<file path="config.mk">
export PLATFORM = sky130hd
export DESIGN_NAME = riscv_soft_mul_div
export DESIGN_NICKNAME = d
export VERILOG_FILES = /design/src/rtl/riscv_soft_mul_div_pkg.sv /design/src/rtl/riscv_soft_mul_div.sv
export SDC_FILE = /design/constraint.sdc
export NUM_CORES = 1
export LEC_CHECK = 0
export CAP_MARGIN = 10
export CORE_ASPECT_RATIO = 1.1
export CORE_MARGIN = 2
export CORE_UTILIZATION = 55
export DETAILED_ROUTE_END_ITERATION = 6
export HOLD_SLACK_MARGIN = 0.12
export PLACE_DENSITY = 0.88
export SKIP_LAST_GASP = 1
export SLEW_MARGIN = 5
export SYNTH_ARGS = -nofsm -noshare
export SYNTH_HDL_FRONTEND = slang
export SYNTH_SLANG_ARGS = --single-unit
</file>
<file path="constraint.sdc">
create_clock -name clk -period 7.72 [get_ports clk]
set_input_delay 2.316 -clock clk [delete_from_list [all_inputs] [get_ports clk]]
set_output_delay 2.316 -clock clk [all_outputs]
set_load 0.005 [all_outputs]
</file>
<file path="src/rtl/riscv_soft_mul_div_pkg.sv">
// Shared definitions for the RV32M iterative multiply/divide unit:
// operation encodings and the log2 helper used to size the step counter.
package riscv_soft_mul_div_pkg;

   typedef enum logic [2:0] {
      MD_OP_MUL    = 3'd0,
      MD_OP_MULH   = 3'd1,
      MD_OP_MULHSU = 3'd2,
      MD_OP_MULHU  = 3'd3,
      MD_OP_DIV    = 3'd4,
      MD_OP_DIVU   = 3'd5,
      MD_OP_REM    = 3'd6,
      MD_OP_REMU   = 3'd7
   } md_op_e;

   // Smallest r with 2**r >= value.
   function automatic int md_log2(input int value);
      int r;
      r = 0;
      for (int i = 0; i < 31; i++) begin
         if ((32'sd1 <<< i) < value) begin
            r = i + 1;
         end
      end
      return r;
   endfunction

endpackage

</file>
<file path="src/rtl/riscv_soft_mul_div.sv">
// Iterative RV32M multiply/divide: one bit per cycle on operand magnitudes,
// sign correction and special cases resolved when the result is registered.
module riscv_soft_mul_div
   import riscv_soft_mul_div_pkg::*;
#(
   parameter int XPR_LEN = 32
) (
   input  logic               clk,
   input  logic               reset,
   input  logic               req_valid,
   output logic               req_ready,
   input  logic [2:0]         req_op,
   input  logic [XPR_LEN-1:0] req_in_1,
   input  logic [XPR_LEN-1:0] req_in_2,
   output logic               resp_valid,
   input  logic               resp_ready,
   output logic [XPR_LEN-1:0] resp_result
);

   localparam int                 CNT_W    = md_log2(XPR_LEN);
   localparam logic [CNT_W-1:0]   CNT_LOAD = CNT_W'(XPR_LEN - 1);
   localparam logic [CNT_W-1:0]   CNT_ZERO = {CNT_W{1'b0}};
   localparam logic [CNT_W-1:0]   CNT_ONE  = {{(CNT_W-1){1'b0}}, 1'b1};
   localparam logic [XPR_LEN-1:0] X_ZERO   = {XPR_LEN{1'b0}};
   localparam logic [XPR_LEN-1:0] X_ONES   = {XPR_LEN{1'b1}};
   localparam logic [XPR_LEN-1:0] X_ONE    = {{(XPR_LEN-1){1'b0}}, 1'b1};
   localparam logic [XPR_LEN-1:0] X_MIN    = {1'b1, {(XPR_LEN-1){1'b0}}};
   localparam logic [2*XPR_LEN-1:0] P_ZERO = {(2*XPR_LEN){1'b0}};
   localparam logic [2*XPR_LEN-1:0] P_ONE  = {{(2*XPR_LEN-1){1'b0}}, 1'b1};

   typedef enum logic [1:0] {
      MD_STATE_IDLE    = 2'd0,
      MD_STATE_COMPUTE = 2'd1,
      MD_STATE_DONE    = 2'd2
   } md_state_e;

   md_state_e              state_r, state_s;
   md_op_e                 op_r, op_in_s;
   logic [2*XPR_LEN-1:0]   acc_r, acc_next_s, acc_load_s, prod_s;
   logic [XPR_LEN-1:0]     opnd_r, opnd_load_s;
   logic [XPR_LEN-1:0]     mag1_s, mag2_s, quot_s, rem_s, result_s, result_r;
   logic [CNT_W-1:0]       cnt_r;
   logic                   neg_r, div_zero_r, ovf_r;
   logic                   sgn_op1_s, sgn_op2_s, sign1_s, sign2_s;
   logic                   neg_s, div_zero_s, ovf_s;
   logic [XPR_LEN:0]       add_x_s, add_y_s;
   logic                   add_cin_s, no_borrow_s;
   logic [XPR_LEN+1:0]     sum_s;

   assign op_in_s     = md_op_e'(req_op);
   assign req_ready   = (state_r == MD_STATE_IDLE);
   assign resp_valid  = (state_r == MD_STATE_DONE);
   assign resp_result = result_r;

   // Request decode: operand signedness, magnitudes, negate and special-case flags.
   always_comb begin
      sgn_op1_s = 1'b0;
      sgn_op2_s = 1'b0;
      case (op_in_s)
         MD_OP_MULH, MD_OP_DIV, MD_OP_REM: begin
            sgn_op1_s = 1'b1;
            sgn_op2_s = 1'b1;
         end
         MD_OP_MULHSU: sgn_op1_s = 1'b1;
         default: ;
      endcase
      sign1_s = sgn_op1_s & req_in_1[XPR_LEN-1];
      sign2_s = sgn_op2_s & req_in_2[XPR_LEN-1];
      if (sign1_s) mag1_s = ~req_in_1 + X_ONE;
      else         mag1_s = req_in_1;
      if (sign2_s) mag2_s = ~req_in_2 + X_ONE;
      else         mag2_s = req_in_2;
      case (op_in_s)
         MD_OP_MULH, MD_OP_DIV:   neg_s = sign1_s ^ sign2_s;
         MD_OP_MULHSU, MD_OP_REM: neg_s = sign1_s;
         default:                 neg_s = 1'b0;
      endcase
      div_zero_s = (req_in_2 == X_ZERO);
      ovf_s      = ((op_in_s == MD_OP_DIV) || (op_in_s == MD_OP_REM)) &&
                   (req_in_1 == X_MIN) && (req_in_2 == X_ONES);
      // Multiplier (or dividend) rides in the low half and shifts out as bits are consumed.
      if (req_op[2]) begin
         acc_load_s  = {X_ZERO, mag1_s};
         opnd_load_s = mag2_s;
      end else begin
         acc_load_s  = {X_ZERO, mag2_s};
         opnd_load_s = mag1_s;
      end
   end

   // One iteration through the shared adder: shift-add for multiply, trial subtract for divide.
   always_comb begin
      if (op_r[2]) begin
         add_x_s   = {acc_r[2*XPR_LEN-1:XPR_LEN], acc_r[XPR_LEN-1]};
         add_y_s   = ~{1'b0, opnd_r};
         add_cin_s = 1'b1;
      end else begin
         add_x_s   = {1'b0, acc_r[2*XPR_LEN-1:XPR_LEN]};
         add_y_s   = acc_r[0] ? {1'b0, opnd_r} : {1'b0, X_ZERO};
         add_cin_s = 1'b0;
      end
      sum_s       = {1'b0, add_x_s} + {1'b0, add_y_s} + {{(XPR_LEN+1){1'b0}}, add_cin_s};
      no_borrow_s = sum_s[XPR_LEN+1];
      if (op_r[2]) begin
         if (no_borrow_s) acc_next_s = {sum_s[XPR_LEN-1:0], acc_r[XPR_LEN-2:0], 1'b1};
         else             acc_next_s = {add_x_s[XPR_LEN-1:0], acc_r[XPR_LEN-2:0], 1'b0};
      end else begin
         acc_next_s = {sum_s[XPR_LEN:0], acc_r[XPR_LEN-1:1]};
      end
   end

   // Final sign correction and special-case override, sampled on the last iteration.
   always_comb begin
      if (neg_r) prod_s = ~acc_next_s + P_ONE;
      else       prod_s = acc_next_s;
      if (neg_r) quot_s = ~acc_next_s[XPR_LEN-1:0] + X_ONE;
      else       quot_s = acc_next_s[XPR_LEN-1:0];
      // A zero divisor leaves the dividend in the remainder, so REM by zero needs no override.
      if (neg_r) rem_s = ~acc_next_s[2*XPR_LEN-1:XPR_LEN] + X_ONE;
      else       rem_s = acc_next_s[2*XPR_LEN-1:XPR_LEN];
      case (op_r)
         MD_OP_MUL:                             result_s = acc_next_s[XPR_LEN-1:0];
         MD_OP_MULH, MD_OP_MULHSU, MD_OP_MULHU: result_s = prod_s[2*XPR_LEN-1:XPR_LEN];
         MD_OP_DIV, MD_OP_DIVU: begin
            if (div_zero_r)  result_s = X_ONES;
            else if (ovf_r)  result_s = X_MIN;
            else             result_s = quot_s;
         end
         MD_OP_REM, MD_OP_REMU: begin
            if (ovf_r) result_s = X_ZERO;
            else       result_s = rem_s;
         end
         default: result_s = X_ZERO;
      endcase
   end

   // Next-state logic.
   always_comb begin
      state_s = state_r;
      case (state_r)
         MD_STATE_IDLE: begin
            if (req_valid) state_s = MD_STATE_COMPUTE;
            else           state_s = MD_STATE_IDLE;
         end
         MD_STATE_COMPUTE: begin
            if (cnt_r == CNT_ZERO) state_s = MD_STATE_DONE;
            else                   state_s = MD_STATE_COMPUTE;
         end
         MD_STATE_DONE: begin
            if (resp_ready) state_s = MD_STATE_IDLE;
            else            state_s = MD_STATE_DONE;
         end
         default: state_s = MD_STATE_IDLE;
      endcase
   end

   // State register.
   always_ff @(posedge clk or posedge reset) begin
      if (reset) state_r <= MD_STATE_IDLE;
      else       state_r <= state_s;
   end

   // Datapath registers: operand latch on accept, iterate in COMPUTE, capture result at the end.
   always_ff @(posedge clk or posedge reset) begin
      if (reset) begin
         op_r       <= MD_OP_MUL;
         acc_r      <= P_ZERO;
         opnd_r     <= X_ZERO;
         cnt_r      <= CNT_ZERO;
         neg_r      <= 1'b0;
         div_zero_r <= 1'b0;
         ovf_r      <= 1'b0;
         result_r   <= X_ZERO;
      end else begin
         case (state_r)
            MD_STATE_IDLE: begin
               if (req_valid) begin
                  op_r       <= op_in_s;
                  acc_r      <= acc_load_s;
                  opnd_r     <= opnd_load_s;
                  cnt_r      <= CNT_LOAD;
                  neg_r      <= neg_s;
                  div_zero_r <= div_zero_s;
                  ovf_r      <= ovf_s;
               end
            end
            MD_STATE_COMPUTE: begin
               acc_r <= acc_next_s;
               if (cnt_r == CNT_ZERO) result_r <= result_s;
               else                   cnt_r    <= cnt_r - CNT_ONE;
            end
            default: ;
         endcase
      end
   end

endmodule
</file>
==> results of run 1 <==
## final timing paths
check | start | endpoint | cells past startpoint
worst max-delay path | op_r[2] | resp_result[24] | 20
min in group asynchronous | reset | opnd_r[25] | 2
max in group asynchronous | reset | opnd_r[0] | 3
worst min-delay path | resp_result[2] | resp_result[2] | 2
worst min register to register | resp_result[2] | resp_result[2] | 2
worst max register to register | op_r[2] | resp_result[24] | 20
## routing by layer
layer / global-route usage (%) / up-vias
met4: 28.7 / 2
met5: 0 / -
met3: 6.60 / 249
met1: 52.6 / 7574
met2: 65.0 / 1014
li1: - / 7408
## metrics by stage
stage,hold slack [ns],instances,setup WS (ns)
global placement,0.462,2370,1.39
global route,0.506,2403,0.683
CTS,0.487,2402,1.24
detailed placement,0.473,2370,1.27
floorplan,0.466,2014,0.0471
finish,0.483,2403,1.06
## synth_stat cells, types with 10 or more instances
cell and number:
nand2_1 284, o21ai_0 253, nor2_1 183, a21oi_1 142
dfrtp_1 141, clkbuf_1 98, xnor2_1 89, nand3_1 74
nor3_1 54, xor2_1 49, inv_1 45, ha_1 38
mux2i_1 38, o221ai_1 30, o31ai_1 25, a31oi_1 23
or3_1 23, a21o_1 21, mux2_2 21, o211ai_1 21
o21a_1 20, buf_2 19, nand4_1 19, o21ai_1 19
a211oi_1 18, nor4_1 15, and2_1 14, buf_1 14
nand2b_1 13, o21bai_1 12, and3_1 10, nor2b_1 10
o2111ai_1 10
## flip-flops by register name (all words and copies together), names as in the netlist, 2 cells and up
name         count
opnd_r          32
acc_r           64
resp_result     32
op_r             3
cnt_r            5
state_r          2
## worst register-to-register path, stage by stage (launching register included)
cell,delay [ns]
dfrtp_4,0.48
buf_4,0.63
mux2_2,0.44
ha_1,0.47
a21oi_4,0.23
o21ai_2,0.08
a221o_1,0.45
a21oi_4,0.36
nand2_2,0.12
a21oi_1,0.22
ha_1,0.21
o21a_1,0.17
o2111ai_1,0.17
or4_1,0.63
or3_1,0.46
o21ai_0,0.51
nor2_1,0.17
nor4_1,0.34
o21a_1,0.15
o31ai_1,0.07
a22o_1,0.18
## layout by cell type (no fill, tap or decap), types with 12 or more instances in the layout
cell type,count
mux2_2,21
inv_1,43
o21ai_0,253
o21ai_1,19
or3_1,23
nor3_1,53
nand2_1,283
o211ai_1,21
a31oi_1,23
clkdlybuf4s50_1,103
clkbuf_16,17
nand4_1,19
nor4_1,15
ha_1,38
nor2_1,183
mux2i_1,38
nand3_1,74
nand2b_1,12
and2_1,14
buf_4,42
a21o_1,21
o21bai_1,12
dfrtp_1,139
xor2_1,49
o221ai_1,30
a211oi_1,18
a21oi_1,142
o21a_1,20
o31ai_1,25
xnor2_1,89
## cell type report
type	instances	area share, %
clock inverter	10	0.701
sequential	141	21.5
antenna	1	0.0152
clock buffer	22	2.83
multi-input combinational	1686	63.0
tap	352	2.68
timing repair buffer	145	8.20
inverter	46	1.08
## cells by family (layout without fill, tap and decap cells)
logic type,count (synthesis),in the layout,share of synthesized area [%]
adders and majority gates,40,40,3.53
other,0,1,0
muxes,59,59,4.22
buffers and inverters,187,223,5.32
xor gates and xnor gates,138,138,8.27
and+or+nand+nor,753,753,24.0
DFF,141,141,24.1
AOI/OAI and AO/OA,696,696,30.6
==> results by group, run 1 <==
CTS
  • Worst-path clk slew: 0.06 ns
  • H-tree depth: 4
  • CTS tree: done
  • Clock root cell: clkbuf_16
  • CTS Buf Count: 17
  • Clock sink total: 141
  • Hold buffers post-CTS: 0
  • Post_cts resized: 0
  • Setup Buffers After CTS: 0
  • Clock Latency Late Sink: 0.44 ns
  • Clk buf depth: 2

Floorplan
  • DIE AREA: 27900 sq um
  • Row cnt: 62
  • Die H: 175 microns
  • Core ar.: 26100 sq um
  • IO Count: 105
  • Initial core utilization: 55.9%
  • Die X: 159 microns

Synthesis
  • Seq/Total Area, Yosys: 24.1%
  • Post-synth top area share: 24.1%
  • Mapped Nets: 2125
  • Largest area contributor in the netlist: dfrtp_1
  • Asr flop ratio synth: 100%
  • Mapped cell area: 14600 sq um
  • Post-synthesis area per instance: 7.26 sq um
  • Area contributors post-synth: dfrtp_1 24%, o21ai_0 8.7%, nand2_1 7.3%
  • Yosys warns: 0
  • Dominant synthesized flop cell: dfrtp_1
  • Synth cell types: 97
  • Cells after Synth: 2014
  • Post-synth EDFFs: 0
  • Seq cells post-synth: 141

Timing
  • Final slew viol count: 0
  • RSZ-0062 raised after global routing: false
  • Clock Skew: 0.0119 ns
  • Max_slew headroom: 36.7%
  • Min Tclk post-route: 6.66 ns
  • Final critical-path share of the clock period: 86.2%
  • Worst-Margin Slew: 0.943 ns
  • Total Neg Setup Slack: 0 ns
  • Peak Freq: 150 MHz
  • Final setup violation count: 0
  • Hold Vio Cnt, Final: 0

Drt
  • WL per Instance: 24.5 microns
  • Vias after detailed routing: 16.2k
  • Total iterations of the first detailed-routing run: 7
  • Vias per cell: 6.76
  • Sum of routed wire length over all layers: 58900 microns
  • Drt initial violations: 2059
  • Met3 wire len: 5310 microns
  • Met2 routed wirelength: 25600 microns
  • # DRC: 12
  • M1 WL: 23100 microns
  • Highest metal used: met5
  • DRT antenna net count: 0

Placed design
  • RePlAce Congestion: 1.12
  • Buffers on Ports: 104
  • Area after DPL: 15800 sq um
  • HPWL reported at the end of detailed placement: 45500 microns

Setup path
  • Largest delay share family, worst path: compound AO/OA/AOI/OAI gates
  • Crit end category: flop
  • Slowest stage delay, CP: 0.63 ns
  • CP max FO: 66
  • Worst path arrival time: 6.99 ns
  • Setup Crit Path Kind: flop to flop
  • R2R setup slack: 1.06 ns
  • CP Data Required Time: 8.05 ns
  • Slowest CP cell: buf_4
  • Bufs and invs on worst path: 1
  • Crit-path cells: buf_4 > mux2_2 > ha_1 > a21oi_4 > o21ai_2 > a221o_1 > a21oi_4 > nand2_2 > a21oi_1 > ha_1 > o21a_1 > o2111ai_1 > or4_1 > or3_1 > o21ai_0 > nor2_1 > nor4_1 > o21a_1 > o31ai_1 > a22o_1
  • Worst setup SP type: flop

Global routing
  • Largest net degree at the start of global routing: 87
  • Vias in the first global route: 15.2k
  • First-pass GRT wire length: 88900 microns
  • Initial antenna violation count: 4
  • Remaining Overflow, GRT: 0
  • Gr usage total: 41.5%

Finish
  • Share of post-route cells with drive strength above 1: 6.93%
  • Area of the multi-input gates: 10300 sq um
  • Fin util: 62.8%
  • Final Cell Area: 16400 sq um
  • Register area: 3530 sq um
  • Area delta synth->final: 12.3%
  • Final Net Count: 2148
  • Fillers: 2450

Run status
  • Status: finished with violations
  • Failing checks: design-rule violations

Min path
  • Hold WC Path Type: flop to flop

Job
  • Max-Cap Viols: 0
Power of run 1 is not shown: default switching activity piles up to over one toggle a cycle in this logic, so the estimate is an artifact.
==> inputs of run 2 (changes only) <==
- ABC_AREA: unset -> 0
==> results of run 2 <==
No change in the layout: final DEF, timing and power equal those of run 1.
Power of run 2 is left out for the same reason.
